## src/rtl/hwpe_cmd_seq.sv

```systemverilog
// hwpe_cmd_seq: issues the custom-instruction command stream that programs
// and runs one accelerator layer.  A start pulse captures the layer
// configuration; the sequencer then walks RST, WCFG, WFAD (4), WACC (128),
// MATRIX and the per-tile drain commands, one valid/ready handshake per
// command, and ends with a one-cycle done pulse.
// Ports:
//   clk, rst_n             clock, asynchronous active-low reset
//   start                  one-cycle layer start pulse (ignored while busy)
//   cfg_*                  layer configuration, sampled on start
//   cmd_valid/cmd_ready    command handshake
//   cmd_inst/rs1/rs2       instruction word and operands (registered)
//   busy, done             sequence in progress, completion pulse
module hwpe_cmd_seq (
  input  logic        clk,
  input  logic        rst_n,
  input  logic        start,
  input  logic [3:0]  cfg_kernel_size,
  input  logic [1:0]  cfg_data_type,
  input  logic        cfg_layer_type,
  input  logic        cfg_kernel_333,
  input  logic [9:0]  cfg_k_count,
  input  logic [15:0] cfg_h_count,
  input  logic [15:0] cfg_w_count,
  input  logic [15:0] cfg_h_stride,
  input  logic [15:0] cfg_w_stride,
  input  logic [15:0] cfg_ch_count,
  input  logic [15:0] cfg_w_offset,
  input  logic [4:0]  cfg_acc_shift,
  input  logic [31:0] cfg_addr2_start,
  input  logic        cfg_relu_mode,
  input  logic [31:0] cfg_relu_addr,
  output logic        cmd_valid,
  input  logic        cmd_ready,
  output logic [31:0] cmd_inst,
  output logic [31:0] cmd_rs1,
  output logic [31:0] cmd_rs2,
  output logic        busy,
  output logic        done
);

  typedef enum logic [2:0] {
    S_IDLE, S_RST, S_WCFG, S_WFAD, S_WACC, S_MATRIX, S_TILE, S_DONE
  } state_t;

  // Packs the custom instruction fields around the fixed opcode.
  function automatic logic [31:0] mk_inst(input logic [6:0] f7, input logic [4:0] rs2f,
                                          input logic [4:0] rs1f, input logic [2:0] xflags,
                                          input logic [4:0] rd);
    return {f7, rs2f, rs1f, xflags, rd, 7'b0001011};
  endfunction

  state_t      r_state;
  logic        r_cmd_valid, r_busy, r_done;
  logic [31:0] r_cmd_inst, r_cmd_rs1, r_cmd_rs2;
  logic [3:0]  r_kernel_size;
  logic [1:0]  r_data_type;
  logic        r_layer_type, r_kernel_333, r_relu_mode;
  logic [9:0]  r_k_count;
  logic [15:0] r_h_count, r_w_count, r_h_stride, r_w_stride, r_ch_count, r_w_offset;
  logic [4:0]  r_acc_shift;
  logic [31:0] r_addr2, r_relu_addr;
  logic [1:0]  r_idx;
  logic [2:0]  r_row;
  logic [3:0]  r_pe;
  logic [15:0] r_h, r_w;
  logic [9:0]  r_k;

  logic [1:0]  w_idx_n, w_g_idx;
  logic [2:0]  w_row_n, w_g_row;
  logic [3:0]  w_pe_n, w_g_pe;
  logic [15:0] w_h_n, w_w_n, w_g_h, w_g_w;
  logic [9:0]  w_k_n, w_g_k;
  logic        w_phase_end, w_tile_end, w_final_tile, w_last_cmd, w_base_zero;
  logic [4:0]  w_acc;
  logic [31:0] w_p, w_mult, w_inst, w_rs1, w_rs2;
  state_t      w_state_n;

  assign cmd_valid = r_cmd_valid;
  assign cmd_inst  = r_cmd_inst;
  assign cmd_rs1   = r_cmd_rs1;
  assign cmd_rs2   = r_cmd_rs2;
  assign busy      = r_busy;
  assign done      = r_done;

  // Counter values after accepting the current command, and end-of-phase flag.
  always_comb begin
    w_idx_n = r_idx + 2'd1;
    w_row_n = r_row;
    w_pe_n  = r_pe;
    w_h_n   = r_h;
    w_w_n   = r_w;
    w_k_n   = r_k;
    w_tile_end  = 1'b0;
    w_phase_end = 1'b0;
    case (r_state)
      S_RST, S_WCFG, S_MATRIX: w_phase_end = 1'b1;
      S_WFAD: w_phase_end = (r_idx == 2'd3);
      S_WACC: begin
        if (r_pe == 4'd15) begin
          w_pe_n = 4'd0;
          w_row_n = r_row + 3'd1;
          w_phase_end = (r_row == 3'd7);
        end else begin
          w_pe_n = r_pe + 4'd1;
        end
      end
      S_TILE: begin
        if (r_relu_mode) begin
          w_row_n = r_row + 3'd1;
          w_tile_end = (r_row == 3'd7);
        end else if (r_pe == 4'd15) begin
          w_pe_n = 4'd0;
          w_row_n = r_row + 3'd1;
          w_tile_end = (r_row == 3'd7);
        end else begin
          w_pe_n = r_pe + 4'd1;
        end
        // Tile loop: h innermost, then w, then k.
        if (w_tile_end) begin
          if (r_h == r_h_count - 16'd1) begin
            w_h_n = 16'd0;
            if (r_w == r_w_count - 16'd1) begin
              w_w_n = 16'd0;
              if (r_k == r_k_count - 10'd1) begin
                w_phase_end = 1'b1;
              end else begin
                w_k_n = r_k + 10'd1;
              end
            end else begin
              w_w_n = r_w + 16'd1;
            end
          end else begin
            w_h_n = r_h + 16'd1;
          end
        end else begin
          w_phase_end = 1'b0;
        end
      end
      default: w_phase_end = 1'b0;
    endcase
  end

  // Following phase once the final command of the current one is accepted.
  always_comb begin
    case (r_state)
      S_RST:    w_state_n = S_WCFG;
      S_WCFG:   w_state_n = S_WFAD;
      S_WFAD:   w_state_n = S_WACC;
      S_WACC:   w_state_n = S_MATRIX;
      S_MATRIX: w_state_n = ((r_k_count == 10'd0) || (r_w_count == 16'd0) ||
                             (r_h_count == 16'd0)) ? S_DONE : S_TILE;
      S_TILE:   w_state_n = S_DONE;
      default:  w_state_n = S_IDLE;
    endcase
  end

  // Command generator: on phase entry it encodes the current (zeroed) counters,
  // while a command is outstanding it pre-encodes the one after it.
  always_comb begin
    w_g_idx = r_cmd_valid ? w_idx_n : r_idx;
    w_g_row = r_cmd_valid ? w_row_n : r_row;
    w_g_pe  = r_cmd_valid ? w_pe_n  : r_pe;
    w_g_h   = r_cmd_valid ? w_h_n   : r_h;
    w_g_w   = r_cmd_valid ? w_w_n   : r_w;
    w_g_k   = r_cmd_valid ? w_k_n   : r_k;
    w_final_tile = (w_g_k == r_k_count - 10'd1) && (w_g_w == r_w_count - 16'd1) &&
                   (w_g_h == r_h_count - 16'd1);
    w_last_cmd = r_relu_mode ? (w_g_row == 3'd7) : ((w_g_row == 3'd7) && (w_g_pe == 4'd15));
    // The last drain command of a non-final tile flags the accumulator hand-over.
    w_acc = {(w_last_cmd && !w_final_tile) ? 2'b10 : 2'b00, w_g_row};
    w_p = {16'd0, r_h_count} * {16'd0, r_h_stride};
    case (w_g_idx)
      2'd0:    w_mult = 32'd0;
      2'd1:    w_mult = w_p;
      2'd2:    w_mult = w_p << 1;
      default: w_mult = (w_p << 1) + w_p;
    endcase
    w_base_zero = r_kernel_333 && w_g_idx[1];
    w_inst = 32'd0;
    w_rs1  = 32'd0;
    w_rs2  = 32'd0;
    case (r_state)
      S_RST: w_inst = mk_inst(7'd64, 5'd0, 5'd0, 3'b000, 5'd0);
      S_WCFG: begin
        w_inst = mk_inst(7'd2, 5'd0, 5'd0, 3'b011, 5'd0);
        w_rs1  = {r_w_offset, r_ch_count};
        w_rs2  = {9'd0, r_k_count, r_acc_shift, r_kernel_333, r_layer_type,
                  r_data_type, r_kernel_size};
      end
      S_WFAD: begin
        w_inst = mk_inst(7'd1, 5'd0, 5'd0, 3'b011, {2'b00, w_g_idx, 1'b0});
        w_rs1  = w_base_zero ? 32'd0 : w_mult;
        w_rs2  = w_base_zero ? 32'd0 : (r_addr2 + w_mult);
      end
      S_WACC: w_inst = mk_inst(7'd8, {1'b0, w_g_pe}, 5'd0, 3'b010, {2'b00, w_g_row});
      S_MATRIX: begin
        w_inst = mk_inst(7'd4, 5'd0, 5'd0, 3'b011, 5'd0);
        w_rs1  = {r_w_count, r_h_count};
        w_rs2  = {r_w_stride, r_h_stride};
      end
      S_TILE: begin
        if (r_relu_mode) begin
          w_inst = mk_inst(7'd32, w_acc, 5'd0, 3'b010, 5'd0);
          w_rs1  = r_relu_addr;
        end else begin
          w_inst = mk_inst(7'd16, {1'b0, w_g_pe}, w_acc, 3'b100, 5'd0);
        end
      end
      default: w_inst = 32'd0;
    endcase
  end

  // Sequencer FSM with registered command, busy and done outputs.
  always_ff @(posedge clk or negedge rst_n) begin
    if (!rst_n) begin
      r_state <= S_IDLE;
      r_cmd_valid <= 1'b0;
      r_cmd_inst <= 32'd0;
      r_cmd_rs1 <= 32'd0;
      r_cmd_rs2 <= 32'd0;
      r_busy <= 1'b0;
      r_done <= 1'b0;
      r_kernel_size <= 4'd0;
      r_data_type <= 2'd0;
      r_layer_type <= 1'b0;
      r_kernel_333 <= 1'b0;
      r_relu_mode <= 1'b0;
      r_k_count <= 10'd0;
      r_h_count <= 16'd0;
      r_w_count <= 16'd0;
      r_h_stride <= 16'd0;
      r_w_stride <= 16'd0;
      r_ch_count <= 16'd0;
      r_w_offset <= 16'd0;
      r_acc_shift <= 5'd0;
      r_addr2 <= 32'd0;
      r_relu_addr <= 32'd0;
      r_idx <= 2'd0;
      r_row <= 3'd0;
      r_pe <= 4'd0;
      r_h <= 16'd0;
      r_w <= 16'd0;
      r_k <= 10'd0;
    end else begin
      case (r_state)
        S_IDLE: begin
          r_done <= 1'b0;
          if (start) begin
            r_kernel_size <= cfg_kernel_size;
            r_data_type <= cfg_data_type;
            r_layer_type <= cfg_layer_type;
            r_kernel_333 <= cfg_kernel_333;
            r_relu_mode <= cfg_relu_mode;
            r_k_count <= cfg_k_count;
            r_h_count <= cfg_h_count;
            r_w_count <= cfg_w_count;
            r_h_stride <= cfg_h_stride;
            r_w_stride <= cfg_w_stride;
            r_ch_count <= cfg_ch_count;
            r_w_offset <= cfg_w_offset;
            r_acc_shift <= cfg_acc_shift;
            r_addr2 <= cfg_addr2_start;
            r_relu_addr <= cfg_relu_addr;
            r_busy <= 1'b1;
            r_state <= S_RST;
          end
        end
        S_DONE: begin
          r_done <= 1'b0;
          r_state <= S_IDLE;
        end
        default: begin
          if (!r_cmd_valid) begin
            r_cmd_valid <= 1'b1;
            r_cmd_inst <= w_inst;
            r_cmd_rs1 <= w_rs1;
            r_cmd_rs2 <= w_rs2;
          end else if (cmd_ready) begin
            if (w_phase_end) begin
              r_cmd_valid <= 1'b0;
              r_cmd_inst <= 32'd0;
              r_cmd_rs1 <= 32'd0;
              r_cmd_rs2 <= 32'd0;
              r_idx <= 2'd0;
              r_row <= 3'd0;
              r_pe <= 4'd0;
              r_h <= 16'd0;
              r_w <= 16'd0;
              r_k <= 10'd0;
              r_state <= w_state_n;
              if (w_state_n == S_DONE) begin
                r_done <= 1'b1;
                r_busy <= 1'b0;
              end
            end else begin
              r_cmd_inst <= w_inst;
              r_cmd_rs1 <= w_rs1;
              r_cmd_rs2 <= w_rs2;
              r_idx <= w_idx_n;
              r_row <= w_row_n;
              r_pe <= w_pe_n;
              r_h <= w_h_n;
              r_w <= w_w_n;
              r_k <= w_k_n;
            end
          end
        end
      endcase
    end
  end

endmodule

```

## config.mk

```make
export PLATFORM = sky130hd
export DESIGN_NAME = hwpe_cmd_seq
export DESIGN_NICKNAME = d
export VERILOG_FILES = /design/src/rtl/hwpe_cmd_seq.sv
export SDC_FILE = /design/constraint.sdc
export NUM_CORES = 2
export LEC_CHECK = 0
export ABC_AREA = 1
export CAP_MARGIN = 20
export CORE_UTILIZATION = 59
export CTS_CLUSTER_SIZE = 14
export DETAILED_ROUTE_END_ITERATION = 8
export PLACE_DENSITY_LB_ADDON = 0.05
export SKIP_LAST_GASP = 1
export SYNTH_ARGS = -nofsm -noshare
export SYNTH_HDL_FRONTEND = slang
export SYNTH_SLANG_ARGS = --single-unit
```

## constraint.sdc

```tcl
create_clock -name clk -period 11.6 [get_ports clk]
set_input_delay 2.32 -clock clk [delete_from_list [all_inputs] [get_ports clk]]
set_output_delay 2.32 -clock clk [all_outputs]
set_load 0.05 [all_outputs]
```

==> results.json <==
{
  "outcome": "complete, no violations",
  "ctsResizeCount": 0,
  "dpl_cell_area_um2": 34200,
  "drc_errors": 0,
  "synth_area_leaders": "dfrtp_1 (26%), nand2_1 (17%), fa_1 (13%), inv_1 (8.8%), ha_1 (7.1%)",
  "antenna_found_initial": 5,
  "synthDistinctLibCells": 65,
  "cts_sinks": 327,
  "grt_usage_pct": 41.2,
  "worst_slew_pin_slew_ps": 1160,
  "dr.pass1.iters": 6,
  "dp_hpwl_um": 83200,
  "clockBufferDepth": 3,
  "wl_um": 109000,
  "drt_iter0_drc": 3583,
  "wl_met1_um": 45200,
  "maxCapViolCount": 0,
  "critPathMostFrequentCell": "nand2_1",
  "finalHoldViolations": 0,
  "syn_inst": 4408,
  "slew_headroom_pct": 22.6,
  "cp-start-kind": "register",
  "async_flop_share_pct": 100,
  "grt_max_degree": 182,
  "rsz0062_at_grt": "false",
  "setup_tns_ps": 0,
  "grt.overflow.total": 0,
  "ys.flop_type": "dfrtp_1",
  "postCtsHoldBufs": 0,
  "vias": 30600,
  "crit_fanout": 21,
  "yosysMostFrequentCell": "nand2_1",
  "cp_slowest_stage_delay_ps": 1060,
  "core_um2": 51700,
  "numPortBuffers": 279,
  "start_util_pct": 60.1,
  "fin_nets": 5139,
  "wl_met2_um": 46600,
  "vias_per_cell": 5.78,
  "cts.clk_slew.worst_paths_ps": 60,
  "crit_buf_inv": 7,
  "wl_per_cell_um": 20.6,
  "hold_path.class": "reg2reg",
  "slew_viol_final": 0,
  "yosysWarnings": 0,
  "setup_viol_count_final": 0,
  "numCtsBuffers": 38,
  "drtAntennaViolNets": 0,
  "synth_edf_count": 0,
  "routed.top_layer": "met5",
  "synth_top_area_share_pct": 26.3,
  "grt_pass1_vias": 28800,
  "multiInputGateArea_um2": 19300,
  "final.setup_skew_ps": 24.1,
  "critPathRequiredTime_ps": 12060,
  "cp-end-kind": "register",
  "num-fill-cells": 4496,
  "root_buffer": "clkbuf_16",
  "yosysTopAreaCell": "dfrtp_1",
  "fp.dieH_um": 232,
  "finalWeightedCongestion": 1.02,
  "yosysSeqAreaShare_pct": 26.3,
  "cts_tree": "done",
  "fmax_mhz": 102,
  "design_area_um2": 35500,
  "synth_common_cells": "nand2_1 (1446), inv_1 (725), dfrtp_1 (327)",
  "postCtsSetupBuffers": 0,
  "worst_path_max_delay_cell": "dfrtp_1",
  "wl_met3_um": 12900,
  "fin_crit_sh_pct": 84.6,
  "grt_first_pass_wirelength_um": 168000,
  "htreeDepth": 2,
  "boundaryPins": 287,
  "min_period_ps": 9820,
  "synth_seq_cells": 327,
  "drive_gt1_share_pct": 3.69,
  "clk_latency_ps": 590,
  "seq_area_um2": 8180,
  "row_count": 83,
  "fp.dieArea_um2": 53600,
  "die_w_um": 232,
  "crit_family": "adder cells",
  "syn_area_per_cell_um2": 7.05,
  "cp.arrival_ps": 10280,
  "areaGrowthSynthToFinish_pct": 14.4,
  "crit_type": "reg2reg",
  "syn-cell-area_um2": 31100
}
logic make-up after synthesis:
| family | share of synthesized area [%] |
|---|---|
| adder cells (fa/ha/maj) | 19.7 |
| AND/OR/NAND/NOR | 27.0 |
| buffers and inverters | 11.6 |
| AO/OA/AOI/OAI | 12.7 |
| flip-flops | 26.3 |
| other | 0.0121 |
| XOR/XNOR | 2.58 |
layout by cell type, fill, tap and decap left out, types with 32 or more instances in the layout:
master,Yosys,final
nand2_1,1446,1445
inv_1,725,725
dfrtp_1,327,326
o21ai_0,283,283
clkdlybuf4s50_1,0,278
nand3_1,229,229
nor2_1,203,200
fa_1,196,196
ha_1,176,176
a21oi_1,140,139
xor2_1,63,63
nand4_1,48,48
a22o_1,43,43
clkbuf_16,0,38
o22ai_1,32,32
flip-flops by register name (all words and copies together) (netlist names), 3 cells and up:
register / cells
r_acc_shift: 5
cmd_rs2: 32
r_pe: 4
r_kernel_size: 4
r_w_offset: 16
r_w: 16
cmd_rs1: 32
cmd_inst: 22
r_h_stride: 16
r_w_count: 16
r_k: 10
r_k_count: 10
r_ch_count: 16
r_w_stride: 16
r_row: 3
r_relu_addr: 32
r_state: 3
r_h_count: 16
r_addr2: 32
r_h: 16
final cells by class:
type / instances / share of cell area, %
clock buffer: 49 / 3.02
inverter: 743 / 7.88
multi-input combinational: 3160 / 54.4
clock inverter: 20 / 0.813
sequential: 327 / 23.0
tap: 680 / 2.39
antenna: 1 / 0.00704
timing repair buffer: 309 / 8.50
worst min-delay path: cells and delay by family (launching register included):
family / cells / cell delay (ps)
AND/OR/NAND/NOR: 2 / 100
flip-flops: 1 / 340
metal layers:
metal	global-route usage, %	vias to the layer above
li1	-	14300
met1	57.7	14400
met2	61.4	1676
met3	10.0	214
met4	15.7	2
met5	0	-
final timing paths:
kind	from	slack [ps]	depth (start not counted)	end
hold reg to reg	r_data_type[0]	480	2	r_data_type[0]
hold / removal	r_data_type[0]	480	2	r_data_type[0]
setup / recovery	r_h_count[7]	1780	45	cmd_rs2[30]
min in group asynchronous	rst_n	1680	1	r_h_stride[5]
setup reg to reg	r_h_count[7]	1780	45	cmd_rs2[30]
max in group asynchronous	rst_n	7690	3	cmd_rs1[29]
through the flow:
step | hold WS [ps] | cells | utilization [%] | worst slack (ps)
detailed placement | 464 | 5219 | 66.1 | 1910
finish | 480 | 5289 | 68.7 | 1780
floorplan | 449 | 4414 | - | 3130
CTS | 482 | 5288 | 68.7 | 1860
global route | 494 | 5288 | 68.7 | 1070
global placement | 463 | 5219 | 66.1 | 2000
Power is not shown: default switching activity piles up to over one toggle a cycle in this logic, so the estimate is an artifact.
